### src/rtl/lsu_pkg.sv
// Shared LSU definitions: RV32I funct3 width codes, FSM state, access size,
// legality/size helpers and the default memory timeout.
package lsu_pkg;

   localparam int LSU_TIMEOUT_DEF = 16;

   localparam logic [2:0] F3_B  = 3'd0;
   localparam logic [2:0] F3_H  = 3'd1;
   localparam logic [2:0] F3_W  = 3'd2;
   localparam logic [2:0] F3_BU = 3'd4;
   localparam logic [2:0] F3_HU = 3'd5;

   typedef enum logic [1:0] {ST_IDLE, ST_BUSY, ST_DONE} lsu_state_e;
   typedef enum logic [1:0] {SZ_B, SZ_H, SZ_W} lsu_size_e;

   function automatic lsu_size_e f3_size(input logic [1:0] f3_lo);
      case (f3_lo)
         2'd0:    return SZ_B;
         2'd1:    return SZ_H;
         default: return SZ_W;
      endcase
   endfunction

   function automatic logic f3_legal(input logic we, input logic [2:0] f3);
      if (we) return f3 inside {F3_B, F3_H, F3_W};
      return f3 inside {F3_B, F3_H, F3_W, F3_BU, F3_HU};
   endfunction

endpackage

### src/rtl/lsu_align.sv
// Byte-lane steering: store byte enables and lane replication, and load
// extraction with sign/zero extension from the addressed lanes.
module lsu_align
   import lsu_pkg::*;
(
   input  logic [1:0]  addr_lo,
   input  logic [2:0]  funct3,
   input  logic [31:0] wdata,
   input  logic [31:0] rdata,
   output logic [3:0]  be,
   output logic [31:0] wdata_rep,
   output logic [31:0] ld_data
);

   lsu_size_e   size;
   logic [31:0] sh;
   logic        sext;

   assign size = f3_size(funct3[1:0]);
   assign sh   = rdata >> {addr_lo, 3'b000};
   assign sext = ~funct3[2];

   always_comb begin
      be        = 4'b1111;
      wdata_rep = wdata;
      ld_data   = sh;
      case (size)
         SZ_B: begin
            be        = 4'b0001 << addr_lo;
            wdata_rep = {4{wdata[7:0]}};
            ld_data   = {{24{sh[7] & sext}}, sh[7:0]};
         end
         SZ_H: begin
            be        = 4'b0011 << {addr_lo[1], 1'b0};
            wdata_rep = {2{wdata[15:0]}};
            ld_data   = {{16{sh[15] & sext}}, sh[15:0]};
         end
         default: ;
      endcase
   end

endmodule

### src/rtl/load_store_unit.sv
// RV32I load/store unit: IDLE/BUSY/DONE handshake to data memory with timeout.
// Build option LSU_MISALIGN_TRAP_EN: fault misaligned half/word instead of aligning down.
module load_store_unit
   import lsu_pkg::*;
#(
   parameter int TIMEOUT_CYC = LSU_TIMEOUT_DEF
) (
   input  logic        clk,
   input  logic        rst,
   input  logic        req_valid,
   input  logic        req_we,
   input  logic [2:0]  req_funct3,
   input  logic [31:0] req_addr,
   input  logic [31:0] req_wdata,
   output logic        stall,
   output logic        rsp_valid,
   output logic [31:0] rsp_rdata,
   output logic        fault,
   output logic        mem_req,
   output logic        mem_we,
   output logic [31:0] mem_addr,
   output logic [31:0] mem_wdata,
   output logic [3:0]  mem_be,
   input  logic        mem_ack,
   input  logic [31:0] mem_rdata
);

   localparam int CW = $clog2(TIMEOUT_CYC + 1);

   lsu_state_e  state_q, state_d;
   logic        we_q, fault_q;
   logic [2:0]  f3_q;
   logic [31:0] addr_q, wdata_q, rdata_q;
   logic [CW-1:0] cnt_q, cnt_inc;
   logic        tmo, busy;

   lsu_size_e   req_size;
   logic        req_ok;
   logic [31:0] req_addr_al;

   logic [3:0]  be;
   logic [31:0] wdata_rep, ld_data;

   assign req_size = f3_size(req_funct3[1:0]);
   assign cnt_inc  = cnt_q + 1'b1;
   assign tmo      = (cnt_inc == CW'(TIMEOUT_CYC));
   assign busy     = (state_q == ST_BUSY);

   // Misaligned half/word is either trapped or silently aligned down to its size.
`ifdef LSU_MISALIGN_TRAP_EN
   logic req_mis;
   assign req_mis = ((req_size == SZ_H) && req_addr[0]) ||
                    ((req_size == SZ_W) && (req_addr[1:0] != 2'b00));
   assign req_ok  = f3_legal(req_we, req_funct3) && !req_mis;
`else
   assign req_ok  = f3_legal(req_we, req_funct3);
`endif

   always_comb begin
      req_addr_al = req_addr;
      case (req_size)
         SZ_H:    req_addr_al = {req_addr[31:1], 1'b0};
         SZ_W:    req_addr_al = {req_addr[31:2], 2'b00};
         default: ;
      endcase
   end

   lsu_align u_align (
      .addr_lo   (addr_q[1:0]),
      .funct3    (f3_q),
      .wdata     (wdata_q),
      .rdata     (mem_rdata),
      .be        (be),
      .wdata_rep (wdata_rep),
      .ld_data   (ld_data)
   );

   always_comb begin
      state_d = state_q;
      stall   = 1'b0;
      case (state_q)
         ST_IDLE: begin
            if (req_valid) begin
               stall   = 1'b1;
               state_d = req_ok ? ST_BUSY : ST_DONE;
            end
         end
         ST_BUSY: begin
            stall = 1'b1;
            if (mem_ack || tmo) state_d = ST_DONE;
         end
         default: state_d = ST_IDLE;
      endcase
   end

   always_ff @(posedge clk) begin
      if (rst) begin
         state_q <= ST_IDLE;
         we_q    <= 1'b0;
         f3_q    <= 3'd0;
         addr_q  <= '0;
         wdata_q <= '0;
         rdata_q <= '0;
         fault_q <= 1'b0;
         cnt_q   <= '0;
      end else begin
         state_q <= state_d;
         case (state_q)
            ST_IDLE: begin
               if (req_valid) begin
                  we_q    <= req_we;
                  f3_q    <= req_funct3;
                  addr_q  <= req_addr_al;
                  wdata_q <= req_wdata;
                  rdata_q <= '0;
                  fault_q <= !req_ok;
                  cnt_q   <= '0;
               end
            end
            ST_BUSY: begin
               cnt_q <= cnt_inc;
               // An ack in the timeout cycle still completes cleanly.
               if (mem_ack) begin
                  fault_q <= 1'b0;
                  rdata_q <= we_q ? 32'd0 : ld_data;
               end else if (tmo) begin
                  fault_q <= 1'b1;
                  rdata_q <= '0;
               end
            end
            default: ;
         endcase
      end
   end

   assign rsp_valid = (state_q == ST_DONE);
   assign fault     = rsp_valid & fault_q;
   assign rsp_rdata = rsp_valid ? rdata_q : 32'd0;
   assign mem_req   = busy;
   assign mem_we    = busy & we_q;
   assign mem_addr  = busy ? {addr_q[31:2], 2'b00} : 32'd0;
   assign mem_be    = busy ? be : 4'd0;
   assign mem_wdata = busy ? wdata_rep : 32'd0;

endmodule

### config.mk
export PLATFORM = sky130hd
export DESIGN_NAME = load_store_unit
export DESIGN_NICKNAME = d
export VERILOG_FILES = /design/src/rtl/lsu_pkg.sv /design/src/rtl/lsu_align.sv /design/src/rtl/load_store_unit.sv
export SDC_FILE = /design/constraint.sdc
export NUM_CORES = 1
export LEC_CHECK = 0
export ABC_AREA = 1
export BUFFER_PORTS_ARGS = -buffer_cell sky130_fd_sc_hd__buf_2
export CORE_ASPECT_RATIO = 0.9
export CORE_MARGIN = 2
export CORE_UTILIZATION = 41
export CTS_BUF_LIST = sky130_fd_sc_hd__clkbuf_8
export DETAILED_ROUTE_END_ITERATION = 12
export HOLD_SLACK_MARGIN = 0.06
export PLACE_DENSITY = 0.68
export SYNTH_ARGS = -nofsm -noshare
export SYNTH_HDL_FRONTEND = slang
export SYNTH_SLANG_ARGS = --single-unit
### constraint.sdc
create_clock -name clk -period 1.9 [get_ports clk]
set_clock_uncertainty 0.2 [all_clocks]
set_input_delay 0.19 -clock clk [delete_from_list [all_inputs] [get_ports clk]]
set_output_delay 0.19 -clock clk [all_outputs]
set_load 0.02 [all_outputs]
==> run_results.csv, run 1 <==
group,metric,value,unit
run_status,status,"finished with violations",
run_status,violations,"setup timing",
cells_and_area,diodes,0,
drt,drt-initial-drc-count,514,
worst_setup_path,regToRegSetupSlack,0.06,ns
cells_and_area,mostFrequentLayoutCells,"177 x nor2_1, 173 x nand2_1, 154 x buf_2",
worst_setup_path,reg2regPathDepth,12,
worst_setup_path,rr_endpoint,"rdata_q[28]$_SDFFE_PP0P_",
floorplan,core,0.0139,mm^2
synthesis,synth_compound_area_share,18.1,%
floorplan,start_util,41.6,%
clocking,cts_tree,"done",
floorplan,die_w,129,um
drt,vias,7075,
place,pre_cts_ws,0.167,ns
clocking,cts_root_buffer,"clkbuf_8",
drt,drtPass1Iterations,5,
worst_setup_path,cp-startpoint,"state_q[1]$_SDFFE_PP0P_",
place,dp_hpwl,11.8,mm
global_routing,overflow,0,
pwr,p_leak,4.23,nW
pwr,powerDensity,679,mW/mm^2
global_routing,grt_pass1_vias,6180,
floorplan,dieArea,0.0150,mm^2
worst_setup_path,crit_arrival,1.51,ns
clocking,cts.sinks,108,
clocking,htreeDepth,3,
synthesis,yosys_warnings,0,
cells_and_area,fill_cells,1231,
floorplan,die_height,116,um
timing,finalSetupViolations,1,
floorplan,row_count,41,
clocking,path_clk_slew,0.10,ns
worst_setup_path,reg2reg_from,"state_q[1]$_SDFFE_PP0P_",
timing,worst_slack,-0.00156,ns
timing,hold_ws,0.110,ns
timing,rsz0062_at_grt,"yes",
drt,ant_nets,0,
synthesis,synth-edff-count,0,
cells_and_area,drive_gt1_share,29.3,%
global_routing,grt_start_max_net_pins,59,
place,dpl.cell_count,1270,
timing,slew_headroom,65.4,%
pwr,irDropWorstVdd,0.672,mV
cells_and_area,final_common_cell,"nor2_1",
synthesis,synth_area_per_cell,6.17,um^2
synthesis,yosysSeqAreaShare,37.5,%
global_routing,grt_use_total,24.3,%
synthesis,syn-cell-area,0.00576,mm^2
floorplan,io_pins,209,
timing,hold_viol,0,
flow_run,drv_cap,0,
timing,period_share,100,%
global_routing,grt_pass1_wl,29.4,mm
synthesis,muxShareOfSynthArea,0,%
global_routing,antenna_found_initial,0,
clocking,clockBufferDepth,2,
clocking,cts_made_buffers,9,
worst_hold_path,min_path_type,"input port to flop",
drt,vias_per_cell,5.13,
timing,fmax,526,MHz
pwr,p_total,6.01,mW
cells_and_area,syn_to_final_growth,53.7,%
cells_and_area,stdcell_area,0.00885,mm^2
synthesis,synth-xor-area-share,0,%
worst_setup_path,critical_path_class,"flop to output port",
place,io_buffers,206,
timing,finalSetupTns,-0.00156,ns
place,placed_cell_area,0.00699,mm^2
timing,worstMarginPinSlew,0.519,ns
worst_hold_path,holdPathStages,7,
place,place.gp.congestion,0.900,
worst_hold_path,hold_end,"rdata_q[6]$_SDFFE_PP0P_",
cells_and_area,final_nets,1308,
synthesis,yosys_most_used_dff,"dfxtp_1",
worst_setup_path,cp-start-kind,"flop",
worst_setup_path,worst_setup_path_end_kind,"output port",
synthesis,ys_ff_latch,108,
synthesis,synth.distinct_cells,27,
drt,routed_wl,20.4,mm
worst_hold_path,hold_start,"mem_rdata[6]",
synthesis,synthSimpleGateAreaFrac,31.5,%
synthesis,synthAdderAreaFrac,0.217,%
drt,drc,0,
drt,drt-wirelength-per-cell,14.8,um
synthesis,synth_top_family_by_area,"simple AND/OR/NAND/NOR gates",
timing,finalMaxSlewViolations,0,
cells_and_area,multiInputGateArea,0.00321,mm^2
synthesis,async_flop_share,0,%
clocking,clock_latency,0.39,ns
cells_and_area,utilization,63.9,%
synthesis,netlist_instances,934,
timing,period_minus_slack,1.90,ns
worst_setup_path,cp.required,1.51,ns
worst_setup_path,worstPathMaxFanout,6,
cells_and_area,stdcell_count,1380,
cells_and_area,seq_area,0.00218,mm^2
critical path, cell delays in order (launching register included):
cell and delay, ns:
dfxtp_4 0.38, inv_6 0.08, nand2_8 0.07, clkinv_8 0.08
buf_12 0.13, o21ai_2 0.07, nor2_2 0.16, buf_6 0.15
synth_stat cells, types with 8 or more instances:
cell / n / area (um^2)
inv_1: 92 / 345
o21ai_0: 86 / 430
o22ai_1: 8 / 50.1
clkbuf_1: 31 / 116
nor2_1: 201 / 754
a21oi_1: 99 / 495
clkinv_1: 11 / 41.3
nand3_1: 56 / 280
nand2_1: 176 / 661
dfxtp_1: 108 / 2160
buf_1: 10 / 37.5
buf_2: 18 / 90.1
metal layers:
layer  vias up  global-route usage, %  wire length [um]
li1       3484                      -                 -
met1      3235                   31.7              8790
met2       325                   40.5              9630
met3        31                   5.77              1610
met4         0                   7.03               359
met5         -                      0                 0
worst max path at each step:
| stage | to | slack, ns | cells past startpoint |
|---|---|---|---|
| floorplan | mem_wdata[16] | 0.01 | 5 |
| global placement | rdata_q[28]$_SDFFE_PP0P_ | 0.22 | 11 |
| detailed placement | rdata_q[31]$_SDFFE_PP0P_ | 0.17 | 11 |
| CTS | stall | -0.02 | 5 |
| global route | mem_wdata[31] | -0.07 | 5 |
| finish | mem_wdata[11] | -0.002 | 7 |
final cells by class:
| class | count | share of cell area (%) |
|---|---|---|
| clock buffers | 10 | 1.55 |
| clock inverters | 6 | 0.890 |
| inverters | 107 | 4.93 |
| multi-input cells | 652 | 36.3 |
| flip-flops and latches | 108 | 24.6 |
| well taps | 172 | 2.43 |
| repair buffers | 324 | 29.3 |
| repair inverters | 1 | 0.0707 |
registers in the layout (all words and copies together) (netlist names):
| register | count |
|---|---|
| wdata_q | 32 |
| we_q | 1 |
| state_q | 2 |
| f3_q | 3 |
| addr_q | 32 |
| fault_q | 1 |
| rdata_q | 32 |
| cnt_q | 5 |
power by group:
group | switching, mW | total (mW) | internal [mW]
Combinational | 1.05 | 1.85 | 0.798
Clock | 0.891 | 1.57 | 0.675
Sequential | 0.117 | 2.60 | 2.48
Total | 2.06 | 6.01 | 3.96
logic make-up after synthesis:
| logic type | count (synthesis) |
|---|---|
| adder cells (fa/ha/maj) | 1 |
| buffers and inverters | 175 |
| other | 1 |
| AO/OA/AOI/OAI | 202 |
| AND/OR/NAND/NOR | 447 |
| flip-flops | 108 |
timing repair:
action,in CTS,in global routing
hold buffers,72,0
pin swaps,6,9
cloned,3,9
endpoints found under the hold margin,73,0
buffers inserted,3,7
resized for setup,87,110
setup endpoints to repair,78,123
Note: power is estimated with default switching activity, not from simulation.
==> run 2: changes to the inputs <==
--- a/config.mk
+++ b/config.mk
@@ -12,6 +12,7 @@
 export CORE_UTILIZATION = 41
 export CTS_BUF_LIST = sky130_fd_sc_hd__clkbuf_8
 export DETAILED_ROUTE_END_ITERATION = 12
+export GPL_TIMING_DRIVEN = 0
 export HOLD_SLACK_MARGIN = 0.06
 export PLACE_DENSITY = 0.68
 export SYNTH_ARGS = -nofsm -noshare
==> run_results.csv, run 2 (synthesis results as in run 1) <==
group,metric,value,unit
run_status,status,"finished with violations",
run_status,violations,"setup timing",
place,pre_cts_ws,-0.242,ns
worst_setup_path,worst_setup_path_end_kind,"output port",
cells_and_area,stdcell_area,0.00947,mm^2
floorplan,io_pins,209,
worst_setup_path,cp-startpoint,"f3_q[1]$_SDFFE_PP0P_",
drt,drt-initial-drc-count,502,
cells_and_area,diodes,0,
timing,fmax,498,MHz
timing,finalSetupViolations,52,
cells_and_area,seq_area,0.00218,mm^2
floorplan,die_height,116,um
global_routing,antenna_found_initial,0,
timing,finalSetupTns,-1.59,ns
cells_and_area,final_common_cell,"nand2_1",
pwr,powerDensity,640,mW/mm^2
timing,hold_ws,0.108,ns
drt,drt-wirelength-per-cell,15.2,um
worst_setup_path,worstPathMaxFanout,6,
pwr,combPwrFrac,33.5,%
cells_and_area,reg_top3,"addr_q x32, rdata_q x32, wdata_q x32",
worst_setup_path,critPathBufInv,5,
timing,period_minus_slack,2.01,ns
worst_setup_path,reg2reg_from,"state_q[1]$_SDFFE_PP0P_",
worst_setup_path,critical_path_class,"flop to output port",
worst_setup_path,path_cells,"inv_8 -> buf_8 -> buf_8 -> buf_6 -> o22ai_1 -> nor2_1 -> buf_4",
pwr,power.internal,3.86,mW
floorplan,start_util,41.6,%
drt,drtPass1Iterations,5,
floorplan,die_w,129,um
floorplan,dieArea,0.0150,mm^2
worst_setup_path,cp.depth,7,
clocking,cts_made_buffers,9,
timing,period_share,106,%
place,placed_cell_area,0.00702,mm^2
cells_and_area,syn_to_final_growth,64.4,%
worst_setup_path,crit_family,"buffers and inverters",
worst_setup_path,crit_arrival,1.62,ns
pwr,irDropWorstVdd,0.669,mV
drt,vias,7276,
clocking,cts_tree,"done",
timing,hold_viol,0,
timing,worst_slack,-0.108,ns
clocking,cts_root_buffer,"clkbuf_8",
clocking,clock_latency,0.41,ns
drt,vias_per_cell,5.06,
global_routing,grt_pass1_wl,32.2,mm
clocking,clockBufferDepth,2,
clocking,cts.sinks,108,
pwr,switching_power,2.20,mW
cells_and_area,stdcell_count,1439,
global_routing,grt_pass1_vias,6706,
pwr,power_switching_share,36.3,%
place,place.gp.congestion,0.997,
timing,slew_headroom,53.2,%
cells_and_area,multiInputGateArea,0.00344,mm^2
clocking,htreeDepth,3,
timing,finalMaxSlewViolations,0,
timing,rsz0062_at_grt,"yes",
worst_setup_path,cp_common_cell,"buf_8",
drt,routed_wl,21.9,mm
global_routing,grt_use_total,27.3,%
cells_and_area,final_nets,1367,
worst_setup_path,reg2regPathDepth,11,
timing,worstMarginPinSlew,0.702,ns
place,io_buffers,206,
clocking,path_clk_slew,0.12,ns
pwr,p_leak,4.39,nW
worst_setup_path,cp-start-kind,"flop",
pwr,clockPowerShare,23.5,%
global_routing,overflow,0,
drt,drc,0,
cells_and_area,fill_cells,1175,
floorplan,row_count,41,
drt,ant_nets,0,
worst_hold_path,holdPathStages,7,
place,dpl.cell_count,1313,
global_routing,grt_start_max_net_pins,21,
worst_setup_path,worstSetupEndpoint,"mem_wdata[25]",
cells_and_area,mostFrequentLayoutCells,"174 x nand2_1, 155 x nor2_1, 146 x buf_2",
worst_setup_path,critPathMaxStageDelay,0.40,ns
flow_run,drv_cap,0,
worst_setup_path,regToRegSetupSlack,0.04,ns
cells_and_area,drive_gt1_share,33.6,%
place,dp_hpwl,14.5,mm
floorplan,core,0.0139,mm^2
pwr,p_seq_share,43.0,%
worst_setup_path,rr_endpoint,"rdata_q[27]$_SDFFE_PP0P_",
worst_setup_path,cp_slowest_cell,"dfxtp_4",
worst_hold_path,min_path_type,"input port to flop",
worst_setup_path,cp.required,1.51,ns
run 2: cell count changes in the layout (fill, tap and decap cells not counted), sizes merged:
| cell | before | now |
|---|---|---|
| buf | 244 | 280 |
| clkbuf | 17 | 42 |
| nand2 | 181 | 182 |
| inv | 98 | 97 |
| dlygate4sd3 | 72 | 70 |
| bufinv | 1 | 0 |
| clkinvlp | 0 | 2 |
| bufbuf | 1 | 0 |
run 2: worst reg2reg max path: cells and delay by family (launching register included):
kind	cells	cell delay (ns)
buffers and inverters	5	0.55
AND/OR/NAND/NOR	5	0.55
flip-flops	1	0.38
AO/OA/AOI/OAI	1	0.12
run 2: how the worst min path moves through the flow:
| stage | start | end | slack (ns) |
|---|---|---|---|
| final | mem_rdata[0] | rdata_q[0]$_SDFFE_PP0P_ | 0.11 |
| after CTS | mem_rdata[0] | rdata_q[0]$_SDFFE_PP0P_ | 0.09 |
| after detailed placement | addr_q[10]$_SDFFE_PP0P_ | addr_q[10]$_SDFFE_PP0P_ | 0.25 |
| after global routing | mem_rdata[27] | rdata_q[27]$_SDFFE_PP0P_ | 0.15 |
| after global placement | addr_q[18]$_SDFFE_PP0P_ | addr_q[18]$_SDFFE_PP0P_ | 0.24 |
| after floorplan | rst | addr_q[0]$_SDFFE_PP0P_ | 0.06 |
run 2: final cells by class:
type | instances | share of cell area, %
multi-input cells | 653 | 36.3
plain buffers | 64 | 5.64
repair buffers | 319 | 26.0
inverters | 107 | 4.66
well taps | 172 | 2.27
flip-flops and latches | 108 | 23.1
clock inverters | 7 | 0.700
clock buffers | 9 | 1.31
run 2: power by group through the flow:
| stage | Combinational [mW] | Clock, mW | Sequential, mW |
|---|---|---|---|
| after global placement | 1.39 | 0 | 2.62 |
| after global routing | 2.22 | 1.53 | 2.63 |
| final | 2.03 | 1.42 | 2.61 |
| after floorplan | 0.961 | 0 | 2.60 |
| after detailed placement | 1.40 | 0 | 2.63 |
| after CTS | 1.69 | 1.45 | 2.59 |
run 2: repair_timing:
item | in CTS | in global routing
setup endpoints to repair | 130 | 173
setup buffers | 11 | 25
pin swaps | 9 | 23
resized for setup | 150 | 239
hold buffers | 70 | 0
gates cloned | 2 | 7
hold endpoints to repair | 72 | 0
run 2: layer usage:
| metal | wire length, um | vias up | GRT usage, % |
|---|---|---|---|
| li1 | - | 3588 | - |
| met5 | 0 | - | 0 |
| met1 | 9320 | 3347 | 33.8 |
| met3 | 1830 | 38 | 8.38 |
| met2 | 10400 | 303 | 46.1 |
| met4 | 422 | 0 | 8.19 |
run 2: per-stage QoR:
stage | utilization (%) | total power [mW]
2_1_floorplan | - | 3.56
4_1_cts | 60.9 | 5.73
5_1_grt | 68.4 | 6.38
6_report | 68.4 | 6.06
3_5_place_dp | 50.7 | 4.03
3_3_place_gp | 50.7 | 4.01
==> run 3: changes to the inputs <==
--- a/config.mk
+++ b/config.mk
@@ -7,7 +7,6 @@
 export LEC_CHECK = 0
 export ABC_AREA = 1
 export BUFFER_PORTS_ARGS = -buffer_cell sky130_fd_sc_hd__buf_2
-export CORE_ASPECT_RATIO = 0.9
 export CORE_MARGIN = 2
 export CORE_UTILIZATION = 41
 export CTS_BUF_LIST = sky130_fd_sc_hd__clkbuf_8
==> constraint.sdc (replaced) <==
create_clock -name clk -period 2.5 [get_ports clk]
set_clock_uncertainty 0.2 [all_clocks]
set_input_delay 0.25 -clock clk [delete_from_list [all_inputs] [get_ports clk]]
set_output_delay 0.25 -clock clk [all_outputs]
set_load 0.02 [all_outputs]
==> run_results.csv, run 3 (synthesis results as in run 1) <==
group,metric,value,unit
worst_setup_path,cp-start-kind,"flop",
clocking,path_clk_slew,0.11,ns
worst_setup_path,crit_arrival,1.95,ns
drt,drc,0,
floorplan,row_count,43,
pwr,p_leak,3.97,nW
place,dp_hpwl,14.5,mm
worst_setup_path,reg2regPathDepth,8,
worst_setup_path,worst_setup_path_end_kind,"output port",
global_routing,grt_start_max_net_pins,20,
place,pre_cts_ws,0.255,ns
pwr,irDropWorstVdd,0.353,mV
cells_and_area,stdcell_count,1406,
timing,finalMaxSlewViolations,0,
cells_and_area,drive_gt1_share,21.6,%
floorplan,die_height,123,um
clocking,cts_root_buffer,"clkbuf_8",
run_status,status,"completed",
cells_and_area,syn_to_final_growth,37.9,%
floorplan,start_util,41.7,%
timing,slew_headroom,52.3,%
drt,routed_wl,20.3,mm
clocking,clock_latency,0.40,ns
global_routing,overflow,0,
drt,vias,6936,
clocking,clockBufferDepth,2,
timing,hold_ws,0.146,ns
worst_setup_path,cp-startpoint,"addr_q[0]$_SDFFE_PP0P_",
global_routing,antenna_found_initial,0,
timing,finalSetupViolations,0,
drt,drt-wirelength-per-cell,14.4,um
timing,hold_viol,0,
flow_run,drv_cap,0,
floorplan,dieArea,0.0150,mm^2
cells_and_area,diodes,0,
clocking,cts.sinks,108,
worst_setup_path,worstSetupEndpoint,"mem_be[1]",
cells_and_area,final_common_cell,"buf_2",
floorplan,io_pins,209,
pwr,powerDensity,540,mW/mm^2
place,placed_cell_area,0.00702,mm^2
worst_setup_path,critical_path_class,"flop to output port",
timing,fmax,416,MHz
floorplan,die_w,123,um
timing,period_share,96.1,%
place,dpl.cell_count,1321,
pwr,p_total,4.29,mW
timing,worst_slack,0.0983,ns
timing,rsz0062_at_grt,"no",
drt,ant_nets,0,
cells_and_area,mostFrequentLayoutCells,"221 x buf_2, 201 x nor2_1, 176 x nand2_1",
worst_setup_path,reg2reg_from,"state_q[0]$_SDFFE_PP0P_",
floorplan,core,0.0138,mm^2
cells_and_area,fill_cells,1382,
cells_and_area,utilization,57.5,%
global_routing,grt_pass1_wl,31.1,mm
cells_and_area,stdcell_area,0.00795,mm^2
worst_setup_path,worstPathMaxFanout,10,
clocking,cts_tree,"done",
cells_and_area,reg_top3,"addr_q x32, rdata_q x32, wdata_q x32",
cells_and_area,seq_area,0.00216,mm^2
timing,period_minus_slack,2.40,ns
timing,worstMarginPinSlew,0.716,ns
drt,drt-initial-drc-count,395,
worst_setup_path,cp.required,2.05,ns
drt,vias_per_cell,4.93,
timing,finalSetupTns,0,ns
place,place.gp.congestion,0.926,
cells_and_area,final_nets,1326,
worst_setup_path,regToRegSetupSlack,0.20,ns
cells_and_area,multiInputGateArea,0.00288,mm^2
clocking,cts_made_buffers,9,
worst_hold_path,min_path_type,"input port to flop",
drt,drtPass1Iterations,6,
place,io_buffers,206,
global_routing,grt_use_total,26.5,%
worst_setup_path,rr_endpoint,"addr_q[1]$_SDFFE_PP0P_",
global_routing,grt_pass1_vias,6342,
clocking,htreeDepth,3,
run 3: changes by cell type in the layout (fill, tap and decap cells not counted), sizes merged:
cell and delta:
clkbuf -2, clkinv -1, bufinv +1, buf -38, clkinvlp -1, nand2 -1
dlygate4sd3 +1
run 3: cell type report:
cell class                 count  area share (%)
buffer                        66            4.13
clock buffer                  10            1.73
clock inverter                 6           0.898
inverter                     107            5.06
multi-input combinational    652            36.2
sequential                   108            27.2
tap                          180            2.83
timing repair buffer         277            21.9
run 3: power breakdown:
group	leakage [nW]	switching, mW	internal (mW)
combinational	2.97	0.727	0.441
sequential	0.893	0.0692	1.89
clock	0.104	0.664	0.500
run 3: worst max-delay path: stages, from the launching register on:
cell and delay (ns):
dfxtp_1 0.32, buf_2 0.19, clkbuf_1 0.44, o21ai_0 0.21, a21oi_1 0.20, buf_2 0.20
run 3: how the worst min path moves through the flow:
stage,startpoint,end,cells past startpoint
CTS,mem_rdata[0],rdata_q[0]$_SDFFE_PP0P_,7
global route,mem_rdata[0],rdata_q[0]$_SDFFE_PP0P_,7
finish,mem_rdata[0],rdata_q[0]$_SDFFE_PP0P_,7
detailed placement,addr_q[17]$_SDFFE_PP0P_,addr_q[17]$_SDFFE_PP0P_,2
global placement,addr_q[14]$_SDFFE_PP0P_,addr_q[14]$_SDFFE_PP0P_,2
floorplan,rst,addr_q[0]$_SDFFE_PP0P_,1
run 3: what timing repair did:
item                                    in CTS  in global routing
buffers inserted                             0                  0
resized for setup                            4                  8
endpoints found under the hold margin       72                  0
endpoints found under the setup margin      27                 27
hold buffers                                71                  0
gates cloned                                 0                  0
run 3: per-layer routing:
layer,wire [um],GRT usage [%],vias up
li1,-,-,3514
met1,8740,32.8,3132
met2,9760,45.3,265
met3,1460,5.76,25
met4,306,9.05,0
met5,0,0,-
